## src/rtl/vga_timing_gen.sv

```systemverilog
// vga_timing_gen: VGA raster timing generator for the head of the video pipeline.
// Purpose: produces the pixel position (hcount/vcount), sync and blanking flags,
//          a start-of-frame pulse and a completed-frame counter, all registered
//          and mutually aligned (flags decoded from next-state counts).
// Ports:
//   pclk      in   pixel clock, rising edge
//   rst       in   asynchronous active-high reset
//   hcount    out  [10:0] horizontal position 0..H_TOTAL-1
//   hsync     out  horizontal sync, SYNC_POL level inside the sync window
//   hblnk     out  high when hcount >= H_ACTIVE
//   vcount    out  [10:0] vertical position 0..V_TOTAL-1
//   vsync     out  vertical sync, SYNC_POL level inside the sync window
//   vblnk     out  high when vcount >= V_ACTIVE
//   sof       out  high for the single cycle at position (0,0)
//   frame_cnt out  [15:0] completed-frame counter, wraps
module vga_timing_gen #(
   parameter int unsigned H_ACTIVE = 800,
   parameter int unsigned H_FP     = 40,
   parameter int unsigned H_SYNC   = 128,
   parameter int unsigned H_BP     = 88,
   parameter int unsigned V_ACTIVE = 600,
   parameter int unsigned V_FP     = 1,
   parameter int unsigned V_SYNC   = 4,
   parameter int unsigned V_BP     = 23,
   parameter logic        SYNC_POL = 1'b1
) (
   input  logic        pclk,
   input  logic        rst,
   output logic [10:0] hcount,
   output logic        hsync,
   output logic        hblnk,
   output logic [10:0] vcount,
   output logic        vsync,
   output logic        vblnk,
   output logic        sof,
   output logic [15:0] frame_cnt
);

   localparam int unsigned CW       = 11;
   localparam int unsigned XW       = CW + 1;  // one extra bit so window ends of 2048 compare correctly
   localparam int unsigned FW       = 16;
   localparam int unsigned H_TOTAL  = H_ACTIVE + H_FP + H_SYNC + H_BP;
   localparam int unsigned V_TOTAL  = V_ACTIVE + V_FP + V_SYNC + V_BP;
   localparam int unsigned HS_START = H_ACTIVE + H_FP;
   localparam int unsigned HS_END   = HS_START + H_SYNC;
   localparam int unsigned VS_START = V_ACTIVE + V_FP;
   localparam int unsigned VS_END   = VS_START + V_SYNC;

   // Counts must fit the 11-bit position outputs.
   if (H_TOTAL > 2048 || V_TOTAL > 2048) begin : g_bad_timing
      $error("vga_timing_gen: H_TOTAL and V_TOTAL must be <= 2048");
   end

   logic [CW-1:0] hcount_q, hcount_d;
   logic [CW-1:0] vcount_q, vcount_d;
   logic          hsync_q, hsync_d;
   logic          vsync_q, vsync_d;
   logic          hblnk_q, hblnk_d;
   logic          vblnk_q, vblnk_d;
   logic          sof_q, sof_d;
   logic [FW-1:0] frame_cnt_q, frame_cnt_d;

   logic          h_last;
   logic          v_last;
   logic [XW-1:0] hx;
   logic [XW-1:0] vx;

   // Next position and the flags decoded from it, so flags land with their counts.
   always_comb begin
      h_last      = (hcount_q == CW'(H_TOTAL - 1));
      v_last      = (vcount_q == CW'(V_TOTAL - 1));
      hcount_d    = hcount_q + CW'(1);
      vcount_d    = vcount_q;
      frame_cnt_d = frame_cnt_q;

      if (h_last) begin
         hcount_d = '0;
         if (v_last) begin
            vcount_d    = '0;
            frame_cnt_d = frame_cnt_q + FW'(1);
         end else begin
            vcount_d = vcount_q + CW'(1);
         end
      end

      hx      = {1'b0, hcount_d};
      vx      = {1'b0, vcount_d};
      hblnk_d = (hx >= XW'(H_ACTIVE));
      vblnk_d = (vx >= XW'(V_ACTIVE));
      hsync_d = ((hx >= XW'(HS_START)) && (hx < XW'(HS_END))) ? SYNC_POL : ~SYNC_POL;
      vsync_d = ((vx >= XW'(VS_START)) && (vx < XW'(VS_END))) ? SYNC_POL : ~SYNC_POL;
      sof_d   = (hcount_d == '0) && (vcount_d == '0);
   end

   // State registers; reset loads the decoded values of position (0,0).
   always_ff @(posedge pclk or posedge rst) begin
      if (rst) begin
         hcount_q    <= '0;
         vcount_q    <= '0;
         hsync_q     <= ~SYNC_POL;
         vsync_q     <= ~SYNC_POL;
         hblnk_q     <= 1'b0;
         vblnk_q     <= 1'b0;
         sof_q       <= 1'b1;
         frame_cnt_q <= '0;
      end else begin
         hcount_q    <= hcount_d;
         vcount_q    <= vcount_d;
         hsync_q     <= hsync_d;
         vsync_q     <= vsync_d;
         hblnk_q     <= hblnk_d;
         vblnk_q     <= vblnk_d;
         sof_q       <= sof_d;
         frame_cnt_q <= frame_cnt_d;
      end
   end

   assign hcount    = hcount_q;
   assign vcount    = vcount_q;
   assign hsync     = hsync_q;
   assign vsync     = vsync_q;
   assign hblnk     = hblnk_q;
   assign vblnk     = vblnk_q;
   assign sof       = sof_q;
   assign frame_cnt = frame_cnt_q;

endmodule

```

## config.mk

```make
export PLATFORM = sky130hd
export DESIGN_NAME = vga_timing_gen
export DESIGN_NICKNAME = d
export VERILOG_FILES = /design/src/rtl/vga_timing_gen.sv
export SDC_FILE = /design/constraint.sdc
export NUM_CORES = 1
export LEC_CHECK = 0
export BUFFER_PORTS_ARGS = -buffer_cell sky130_fd_sc_hd__buf_2
export CAP_MARGIN = 5
export CORE_MARGIN = 5
export CORE_UTILIZATION = 31
export CTS_CLUSTER_DIAMETER = 80
export CTS_CLUSTER_SIZE = 20
export DETAILED_ROUTE_END_ITERATION = 10
export GPL_TIMING_DRIVEN = 0
export SYNTH_ARGS = -nofsm -noshare
export SYNTH_HDL_FRONTEND = slang
export SYNTH_SLANG_ARGS = --single-unit
export TNS_END_PERCENT = 20
```

## constraint.sdc

```tcl
create_clock -name pclk -period 2.8 [get_ports pclk]
set_clock_uncertainty 0.15 [all_clocks]
set_input_delay 0.56 -clock pclk [delete_from_list [all_inputs] [get_ports pclk]]
set_output_delay 0.56 -clock pclk [all_outputs]
set_load 0.02 [all_outputs]
```

==> results of run 1 <==
[metal layers]
layer / vias to the layer above / track usage / wire length (µm)
met5: - / 0 / 0
met4: 0 / 0.04097 / 106
met3: 12 / 0.03043 / 410
met2: 92 / 0.2080 / 3023
met1: 1043 / 0.1780 / 2869
li1: 1063 / - / -
[cell type report]
cell class	instances	area, µm²	share of cell area
Buffer	11	71.32	0.02333
Sequential cell	43	1082	0.3541
Timing Repair Buffer	56	347.8	0.1138
Multi-Input combinational cell	201	1313	0.4294
Tap cell	102	127.6	0.04175
Clock inverter	3	23.77	0.007777
Inverter	6	22.52	0.007368
Clock buffer	5	68.82	0.02251
[repair_timing]
item	4_1_cts	5_1_grt
resized for setup	5	14
hold buffers	0	0
endpoints found under the setup margin	7	12
buffers inserted	2	8
gates cloned	0	1
pin swaps	3	5
[logic make-up (layout without fill, tap and decap cells)]
group / after synthesis / after routing / synth area share
flip-flops: 43 / 43 / 0.4420
buffers and inverters: 19 / 81 / 0.03491
AND/OR/NAND/NOR: 128 / 128 / 0.2839
XOR/XNOR: 30 / 30 / 0.1078
adder cells (fa/ha/maj): 3 / 3 / 0.01540
AO/OA/AOI/OAI: 38 / 38 / 0.1068
multiplexers: 2 / 2 / 0.009240
[state kept, by name, indices dropped and copies added (netlist names)]
name       cells
frame_cnt     16
hcount        11
vcount        11
hblnk          1
hsync          1
sof            1
vblnk          1
vsync          1
[synth_stat cells, types with 3 or more instances]
cell type   n
xor2_1     12
nor3_1     12
ha_1        3
nand2_1    26
nor2_1     19
nand2b_1    4
inv_1       6
clkbuf_1    7
dfrtp_1    42
a31oi_1     5
a21oi_1     6
nand3_1    20
nand4_1    10
xnor2_1    18
o21ai_0    11
nor3b_1     3
and3_1     12
nor4_1      5
[metrics by stage]
stage | setup WS [ns] | power (µW) | TNS (ns) | utilization | std cells
final | 0.01822 | 1066 | 0 | 0.3976 | 427
after global routing | -0.02329 | 1105 | -0.04276 | 0.3976 | 427
after CTS | -0.02879 | 1076 | -0.02990 | 0.3820 | 420
after detailed placement | -0.1796 | 651.5 | -0.4769 | 0.3659 | 410
after global placement | -0.1746 | 646.4 | -0.5295 | 0.3623 | 409
after floorplan | 0.03279 | 641.9 | 0 | - | 263
[critical path: stages, from the launching register on]
cell	delay (ns)
dfrtp_2	0.44
or4_4	0.55
buf_6	0.15
or3_4	0.40
o31a_1	0.33
a211oi_2	0.31
nand3_1	0.16
a21bo_1	0.20
[worst min-delay path by stage]
| stage | to | cells past startpoint |
|---|---|---|
| final | vcount[2]$_DFF_PP0_ | 2 |
| after CTS | vcount[2]$_DFF_PP0_ | 2 |
| after global routing | hsync$_DFF_PP0_ | 2 |
| after global placement | frame_cnt[15]$_DFFE_PP0P_ | 1 |
| after floorplan | frame_cnt[15]$_DFFE_PP0P_ | 1 |
| after detailed placement | frame_cnt[15]$_DFFE_PP0P_ | 1 |
[power groups by stage]
| stage | clock, µW | sequential, µW | combinational [µW] |
|---|---|---|---|
| after global routing | 463 | 621 | 20.7 |
| after CTS | 437 | 621 | 18.5 |
| after floorplan | 0 | 633 | 9.10 |
| final | 428 | 620 | 17.3 |
| after detailed placement | 0 | 633 | 18.8 |
| after global placement | 0 | 633 | 13.6 |
==> results by group, run 1 <==
Die
  • Die width: ~99 µm
  • Height of the die: 98.67 µm
  • # rows: 32
  • I/O Pins: 45
  • DIE AREA: 0.009736 mm²
  • CORE AREA: 0.007687 mm²
  • Starting Density: 0.3171

Clocking
  • CTS Buffer Depth: 2
  • Clock root buffer: clkbuf_8
  • CTS tree: yes
  • Worst-skew pair later-pin latency: just over 0.3 ns
  • H-tree Lvls: 2
  • CTS Sinks: 43
  • CTS clk-pin slew, worst paths: ~0.1 ns
  • Clock buffer count from CTS: 5

Yosys
  • Top FF cell, synth: dfrtp_1
  • Register area share after synthesis: 0.4420
  • Number of synthesized flops with an enable pin: 0
  • Asr flop ratio synth: 1.000
  • Warnings, synthesis: 0
  • Yosys top cell by area: dfrtp_1
  • Share of the synthesized area in the top cell type: 0.4312
  • Ranking of synthesized cells by area: dfrtp_1 (43%), xnor2_1 (6.5%), xor2_1 (4.3%), nand3_1 (4.1%), nand2_1 (4.0%)
  • Post-synthesis cell type count: 50
  • Syn Inst Count: 263
  • Register bit total from synthesis: 43
  • Syn Area/Cell: between 9 and 10 µm²
  • Post-Syn Area: 0.002437 mm²
  • Syn Nets: ~270

Critical path
  • Crit path capture: vblnk$_DFF_PP0_
  • Reg2reg end: vblnk$_DFF_PP0_
  • CP arrival: around 2.8 ns
  • Worst Path Required: 2.86 ns
  • Endpoint type of the worst setup path: register
  • Crit path from: hcount[8]$_DFF_PP0_
  • Critical path class: register to register
  • Worst Path Max Fanout: 6
  • Worst reg2reg path depth: 7
  • Startpoint types: register
  • Reg2reg start: hcount[8]$_DFF_PP0_
  • Reg2Reg Setup Slack: about 0.018 ns

Route
  • Antenna Nets Post-Route: 0
  • Drt total wl: around 6400 µm
  • Vias: about 2200
  • Starting DRT DRC Count: approximately 250
  • WL/cell: around 15 µm
  • DRC violation count after routing: 0
  • 1st-pass router iterations: 4
  • Routed vias/inst: between 5 and 6

Placed design
  • Placed Area: between 0.002 and 0.003 mm²
  • Dpl hpwl: 4577 µm
  • Gp weighted congestion: ~0.87
  • # port buffers: 44

STA
  • Hold slack: about 0.13 ns
  • Worst slew pin tran: 0.5418 ns
  • Slew Limit Fails: 0
  • Minimum clock period: ~2.8 ns
  • Fin crit share: 0.9935
  • Hold Vio Cnt, Final: 0
  • Slew HR: 0.6360
  • Fmax: 359.5 MHz
  • Final setup fails: 0
  • RSZ-0062 raised after global routing: true

Outcome
  • Outcome: finished, final reports clean

Power
  • Sequential group share of total power: 0.582
  • Peak VDD IR: 0.0001913 V
  • Switching part of the total: 0.2458
  • P_int: 803.9 µW
  • Combinational power share: 0.016
  • Leak pwr: roughly 0.0015 µW
  • Psw: about 260 µW
  • Pwr dens: approximately 350 mW/mm²
  • Clk pwr share: 0.402

Finish
  • Most frequent cells in the layout: buf_2 (44), dfrtp_1 (38), nand2_1 (26)
  • # fillers: 796
  • Layout cell share with drive strength beyond 1: 0.2831
  • Final Cell Area: between 0.003 and 0.004 mm²
  • Synth-to-Final Area Change: 25.41%
  • ANT cells: 0
  • Most common cell after layout, fill and taps aside: buf_2
  • Final nets: between 300 and 400

Global routing
  • Largest net degree at the start of global routing: 23
  • First-pass GRT wire length: between 10000 and 15000 µm
  • Gr usage total: 0.1312
  • Vias in the first global route: between 2000 and 2500
  • Total grt overflow: 0
  • Initial antenna violation count: 0

Min path
  • Min-Delay Path Class: input pin to async pin

Job
  • Max_cap viols: 0
Note: power is estimated with default switching activity, not from simulation.
==> inputs of run 2 (changes only) <==
Settings changed: PLACE_DENSITY from default to 0.61.
==> results by group, run 2 (same netlist as run 1, synthesis figures left out) <==
Outcome
  • Outcome: complete, but fails checks (was finished, final reports clean)
  • Failing checks: setup timing

Power
  • Sequential group share of total power: 0.588 (was 0.582)
  • Pwr dens: 343.7 mW/mm² (was 348.7 mW/mm²)
  • Leak pwr: 0.001473 µW (was 0.001464 µW)
  • Peak VDD IR: 0.0001990 V (was 0.0001913 V)
  • Psw: 252.1 µW (was 262.0 µW)
  • Switching part of the total: 0.2388 (was 0.2458)
  • Combinational power share: 0.016 (about the same)
  • P_int: 803.6 µW (was 803.9 µW)
  • Clk pwr share: 0.396 (was 0.402)

STA
  • Final WS setup: -0.05507 ns (was 0.01822 ns)
  • Minimum clock period: 2.855 ns (was 2.782 ns)
  • Final TNS setup: -0.1328 ns (was 0 ns)
  • RSZ-0062 raised after global routing: true (unchanged)
  • Slew Limit Fails: 0 (unchanged)
  • Fin crit share: 1.020 (was 0.9935)
  • Slew HR: 0.5850 (was 0.6360)
  • Hold Vio Cnt, Final: 0 (unchanged)
  • Final setup fails: 3 (was 0)
  • Hold slack: 0.3074 ns (was 0.1317 ns)
  • Fmax: 350.3 MHz (was 359.5 MHz)
  • Worst slew pin tran: 0.6178 ns (was 0.5418 ns)

Clocking
  • CTS clk-pin slew, worst paths: 0.09 ns (was 0.10 ns)
  • Clock buffer count from CTS: 5 (unchanged)
  • H-tree Lvls: 2 (unchanged)
  • CTS Buffer Depth: 2 (unchanged)
  • CTS tree: yes (unchanged)
  • Worst-skew pair later-pin latency: 0.30 ns (was 0.31 ns)
  • CTS Sinks: 43 (unchanged)
  • Clock root buffer: clkbuf_8 (unchanged)

Route
  • WL/cell: 14.49 µm (was 15.01 µm)
  • Antenna Nets Post-Route: 0 (unchanged)
  • 1st-pass router iterations: 6 (was 4)
  • Starting DRT DRC Count: 216 (was 247)
  • Vias: 2211 (was 2210)
  • DRC violation count after routing: 0 (unchanged)
  • Routed vias/inst: 5.130 (was 5.176)
  • Drt total wl: 6245 µm (was 6410 µm)

Critical path
  • Worst Path Buf+Inv: 1 (unchanged)
  • Startpoint types: register (unchanged)
  • Worst Path Max Fanout: 6 (unchanged)
  • Worst Path Required: 2.86 ns (about the same)
  • CP arrival: 2.91 ns (was 2.84 ns)
  • Max incr delay on CP: 0.55 ns (about the same)
  • Crit path cell chain: or4_4 > buf_6 > or3_4 > o31a_1 > a211oi_2 > o221ai_2 > nor4_2 (was or4_4 > buf_6 > or3_4 > o31a_1 > a211oi_2 > nand3_1 > a21bo_1)
  • Slowest CP cell: or4_4 (unchanged)
  • Endpoint type of the worst setup path: register (unchanged)
  • Critical path class: register to register (unchanged)
  • CP delay by family, top: simple AND/OR/NAND/NOR gates (unchanged)

Finish
  • Number of flip-flops in the largest register: 16 (unchanged)
  • Layout cell share with drive strength beyond 1: 0.2918 (was 0.2831)
  • Synth-to-Final Area Change: 26.03% (was 25.41%)
  • ANT cells: 0 (unchanged)
  • Post-route non-filler standard cell count: 431 (was 427)
  • Most frequent cells in the layout: buf_2 (45), dfrtp_1 (39), nand2_1 (26) (was buf_2 (44), dfrtp_1 (38), nand2_1 (26))
  • Final core utilization: 0.3996 (was 0.3976)
  • Final nets: 333 (was 329)
  • Most common cell after layout, fill and taps aside: buf_2 (unchanged)
  • # fillers: 823 (was 796)

Job
  • Max_cap viols: 0 (unchanged)

Global routing
  • Total grt overflow: 0 (unchanged)
  • First-pass GRT wire length: 10520 µm (was 10550 µm)
  • Largest net degree at the start of global routing: 40 (was 23)
  • Gr usage total: 0.1307 (was 0.1312)
  • Initial antenna violation count: 0 (unchanged)
  • Vias in the first global route: 2105 (was 2115)

Die
  • Height of the die: 98.67 µm (unchanged)
  • # rows: 32 (unchanged)
  • Starting Density: 0.3171 (unchanged)
  • I/O Pins: 45 (unchanged)
  • CORE AREA: 0.007687 mm² (unchanged)
  • Die width: 98.67 µm (unchanged)
  • DIE AREA: 0.009736 mm² (unchanged)

Min path
  • Min-Delay Path Class: register to register (was input pin to async pin)

Placed design
  • # port buffers: 44 (unchanged)
  • Dpl hpwl: 4505 µm (was 4577 µm)
  • Dpl ws: -0.1872 ns (was -0.1796 ns)
  • Gp weighted congestion: 0.9164 (was 0.8700)
  • Cell count after placement: 410 (unchanged)
run 2: final cells by class:
class	count	area, µm²	share of cell area
clock inverter	3	23.77	0.007739
timing repair buffer	59	351.6	0.1145
tap	102	127.6	0.04155
clock buffer	5	68.82	0.02240
buffer	12	76.32	0.02485
inverter	6	22.52	0.007332
sequential	43	1081	0.3519
multi-input combinational	201	1320	0.4297
run 2: repair_timing:
item                                   in CTS  in global routing
resized for setup                           6                 16
buffers inserted                            1                 12
pin swaps                                   4                  8
gates cloned                                0                  0
hold buffers                                1                  0
setup endpoints to repair                   7                 11
endpoints found under the hold margin       4                  0
run 2: metal layers:
metal	vias up	part of all wire	GRT usage
met2	82	0.45	0.2018
met3	12	0.066	0.03468
met1	1039	0.47	0.1822
met4	0	0.016	0.03361
li1	1078	-	-
met5	-	0	0
run 2: worst reg2reg max path: stages (launching register included):
cell	delay [ns]
dfrtp_2	0.45
or4_4	0.55
buf_6	0.15
or3_4	0.42
o31a_1	0.27
a211oi_2	0.30
o221ai_2	0.16
nor4_2	0.31
run 2: final timing paths:
check	from	end	slack, ns	depth (start not counted)
worst max-delay path	hcount[8]$_DFF_PP0_	sof$_DFF_PP1_	-0.06	7
worst min-delay path	frame_cnt[15]$_DFFE_PP0P_	frame_cnt[15]$_DFFE_PP0P_	0.31	1
worst max register to register	hcount[8]$_DFF_PP0_	sof$_DFF_PP1_	-0.06	7
worst min register to register	frame_cnt[15]$_DFFE_PP0P_	frame_cnt[15]$_DFFE_PP0P_	0.31	1
max in group asynchronous	rst	sof$_DFF_PP1_	1.50	4
min in group asynchronous	rst	hcount[0]$_DFF_PP0_	0.53	3
run 2: power by group through the flow:
stage / Combinational (µW) / Sequential [µW] / Clock (µW)
after floorplan: 9.10 / 633 / 0
after detailed placement: 17.4 / 633 / 0
after CTS: 18.4 / 621 / 432
after global routing: 21.0 / 621 / 468
after global placement: 13.9 / 633 / 0
final: 17.0 / 620 / 418
run 2: metrics by stage:
step | instance area, µm² | total power, µW
5_1_grt | 3072 | 1109
3_3_place_gp | 2785 | 646.7
3_5_place_dp | 2805 | 650.1
4_1_cts | 2929 | 1071
6_report | 3072 | 1056
2_1_floorplan | 2437 | 641.9
==> inputs of run 3 (changes only) <==
Clock period 2.8 ns to 2.6 ns, I/O delays scaled along.
==> results by group, run 3 (same netlist as run 1, synthesis figures left out) <==
Critical path
  • Startpoint types: register (unchanged)
  • Endpoint type of the worst setup path: register (unchanged)
  • Max incr delay on CP: 0.58 ns (was 0.55 ns)
  • Reg2Reg Setup Slack: -0.14 ns (was -0.06 ns)
  • Worst Path Required: 2.66 ns (was 2.86 ns)
  • Reg2reg start: hcount[6]$_DFF_PP0_ (was hcount[8]$_DFF_PP0_)
  • CP arrival: 2.80 ns (was 2.91 ns)
  • Crit path top cell by count: buf_4
  • Worst Path Max Fanout: 5 (was 6)
  • Reg2reg end: vsync$_DFF_PP0_ (was sof$_DFF_PP1_)
  • Crit path cell chain: or4_4 > or3_4 > buf_6 > o31a_1 > a211oi_2 > buf_4 > o211ai_1 > buf_4 > a211oi_4 (was or4_4 > buf_6 > or3_4 > o31a_1 > a211oi_2 > o221ai_2 > nor4_2)
  • Slowest CP cell: or4_4 (unchanged)
  • Critical path class: register to register (unchanged)
  • Worst reg2reg path depth: 9 (was 7)

Finish
  • Synth-to-Final Area Change: 29.26% (was 26.03%)
  • ANT cells: 0 (unchanged)
  • Final nets: 337 (was 333)
  • Final Cell Area: 0.003151 mm² (was 0.003072 mm²)
  • Most common cell after layout, fill and taps aside: buf_2 (unchanged)
  • Layout cell share with drive strength beyond 1: 0.3273 (was 0.2918)
  • Most frequent cells in the layout: buf_2 (46), dfrtp_1 (36), nand2_1 (26) (was buf_2 (45), dfrtp_1 (39), nand2_1 (26))
  • # fillers: 793 (was 823)
  • Final core utilization: 0.4098 (was 0.3996)
  • Number of flip-flops in the largest register: 16 (unchanged)

Route
  • Vias: 2304 (was 2211)
  • Starting DRT DRC Count: 235 (was 216)
  • Routed vias/inst: 5.297 (was 5.130)
  • DRC violation count after routing: 0 (unchanged)
  • Met3 WL: 385 µm (was 412 µm)
  • WL/cell: 15.36 µm (was 14.49 µm)
  • Wl on met1: 3045 µm (was 2917 µm)
  • Routed wl met2: 3069 µm (was 2817 µm)
  • Top Metal Used: met4 (unchanged)
  • 1st-pass router iterations: 4 (was 6)
  • Drt total wl: 6681 µm (was 6245 µm)
  • Antenna Nets Post-Route: 0 (unchanged)

STA
  • Slew HR: 0.5138 (was 0.5850)
  • Final setup fails: 3 (unchanged)
  • Minimum clock period: 2.735 ns (was 2.855 ns)
  • Slew Limit Fails: 0 (unchanged)
  • Hold Vio Cnt, Final: 0 (unchanged)
  • Fmax: 365.6 MHz (was 350.3 MHz)
  • Worst slew pin tran: 0.7237 ns (was 0.6178 ns)
  • RSZ-0062 raised after global routing: true (unchanged)
  • Fin crit share: 1.052 (was 1.020)
  • Final WS setup: -0.1352 ns (was -0.05507 ns)

Clocking
  • CTS Sinks: 43 (unchanged)
  • Clock root buffer: clkbuf_8 (unchanged)
  • CTS Buffer Depth: 2 (unchanged)
  • H-tree Lvls: 2 (unchanged)
  • Clock buffer count from CTS: 5 (unchanged)
  • Worst-skew pair later-pin latency: 0.30 ns (about the same)
  • Hold bufs inserted after CTS: 0 (was 1)
  • CTS clk-pin slew, worst paths: 0.09 ns (about the same)
  • CTS tree: yes (unchanged)

Power
  • Leak pwr: 0.001508 µW (was 0.001473 µW)
  • Pwr dens: 357.9 mW/mm² (was 343.7 mW/mm²)
  • Peak VDD IR: 0.0002133 V (was 0.0001990 V)

Placed design
  • Gp weighted congestion: 0.9004 (was 0.9164)
  • # port buffers: 44 (unchanged)
  • Placed Area: 0.002835 mm² (was 0.002805 mm²)
  • Dpl hpwl: 4582 µm (was 4505 µm)
  • Dpl ws: -0.2842 ns (was -0.1872 ns)

Die
  • # rows: 32 (unchanged)
  • Starting Density: 0.3171 (unchanged)
  • I/O Pins: 45 (unchanged)
  • DIE AREA: 0.009736 mm² (unchanged)
  • CORE AREA: 0.007687 mm² (unchanged)
  • Height of the die: 98.67 µm (unchanged)
  • Die width: 98.67 µm (unchanged)

Global routing
  • Vias in the first global route: 2231 (was 2105)
  • Total grt overflow: 0 (unchanged)
  • Gr usage total: 0.1380 (was 0.1307)
  • First-pass GRT wire length: 11010 µm (was 10520 µm)
  • Largest net degree at the start of global routing: 27 (was 40)
  • Initial antenna violation count: 0 (unchanged)

Outcome
  • Failing checks: setup timing (unchanged)
  • Outcome: complete, but fails checks (unchanged)

Min path
  • Min-Delay Path Class: input pin to async pin (was register to register)

Job
  • Max_cap viols: 0 (unchanged)
==> run 3: how the worst max path moves through the flow <==
stage                                    from               to  cells after the start
final                     hcount[6]$_DFF_PP0_  vsync$_DFF_PP0_                      9
after global routing      hcount[6]$_DFF_PP0_  vsync$_DFF_PP0_                      9
after CTS                 hcount[8]$_DFF_PP0_  vsync$_DFF_PP0_                      8
after detailed placement  hcount[0]$_DFF_PP0_    sof$_DFF_PP1_                      8
after global placement    hcount[0]$_DFF_PP0_    sof$_DFF_PP1_                      8
after floorplan           hcount[8]$_DFF_PP0_    sof$_DFF_PP1_                      7
==> run 3: timing repair <==
action / in CTS / in global routing
endpoints found under the setup margin: 12 / 12
gates resized for setup: 8 / 13
pin swaps: 9 / 4
buffers inserted: 17 / 4
==> run 3: power by group <==
part | internal (µW) | switching, µW | total (µW)
clock | 192 | 251 | 443
combinational | 3.69 | 13.0 | 16.7
sequential | 668 | 0 | 668
==> run 3: layer usage <==
layer	track usage	vias to the layer above
li1	-	1086
met1	0.1907	1107
met2	0.2158	94
met3	0.03326	17
met4	0.03887	0
met5	0	-
==> run 3: cell type report <==
type | count | area, µm² | area share
plain buffers | 9 | 48.80 | 0.01549
inverters | 6 | 22.52 | 0.007149
flip-flops and latches | 43 | 1085 | 0.3443
clock inverters | 3 | 23.77 | 0.007546
repair buffers | 66 | 417.9 | 0.1326
clock buffers | 5 | 68.82 | 0.02184
well taps | 102 | 127.6 | 0.04051
multi-input cells | 201 | 1356 | 0.4305
==> run 3: worst max-delay path: cells and delay by family (launching register included) <==
| kind | cells | cell delay (ns) |
|---|---|---|
| and+or+nand+nor | 2 | 0.95 |
| AOI/OAI and AO/OA | 4 | 0.70 |
| buffers and inverters | 3 | 0.45 |
| DFF | 1 | 0.41 |
==> run 3: metrics by stage <==
step           std cells  power, µW  hold WS [ns]   TNS, ns
2_1_floorplan        263      691.2        0.4323  -0.03070
3_3_place_gp         409      696.1        0.3129    -1.342
3_5_place_dp         410      700.0        0.3156    -1.450
4_1_cts              432       1145       0.06747   -0.1572
5_1_grt              435       1180       0.08504   -0.4850
6_report             435       1128       0.05054   -0.1677
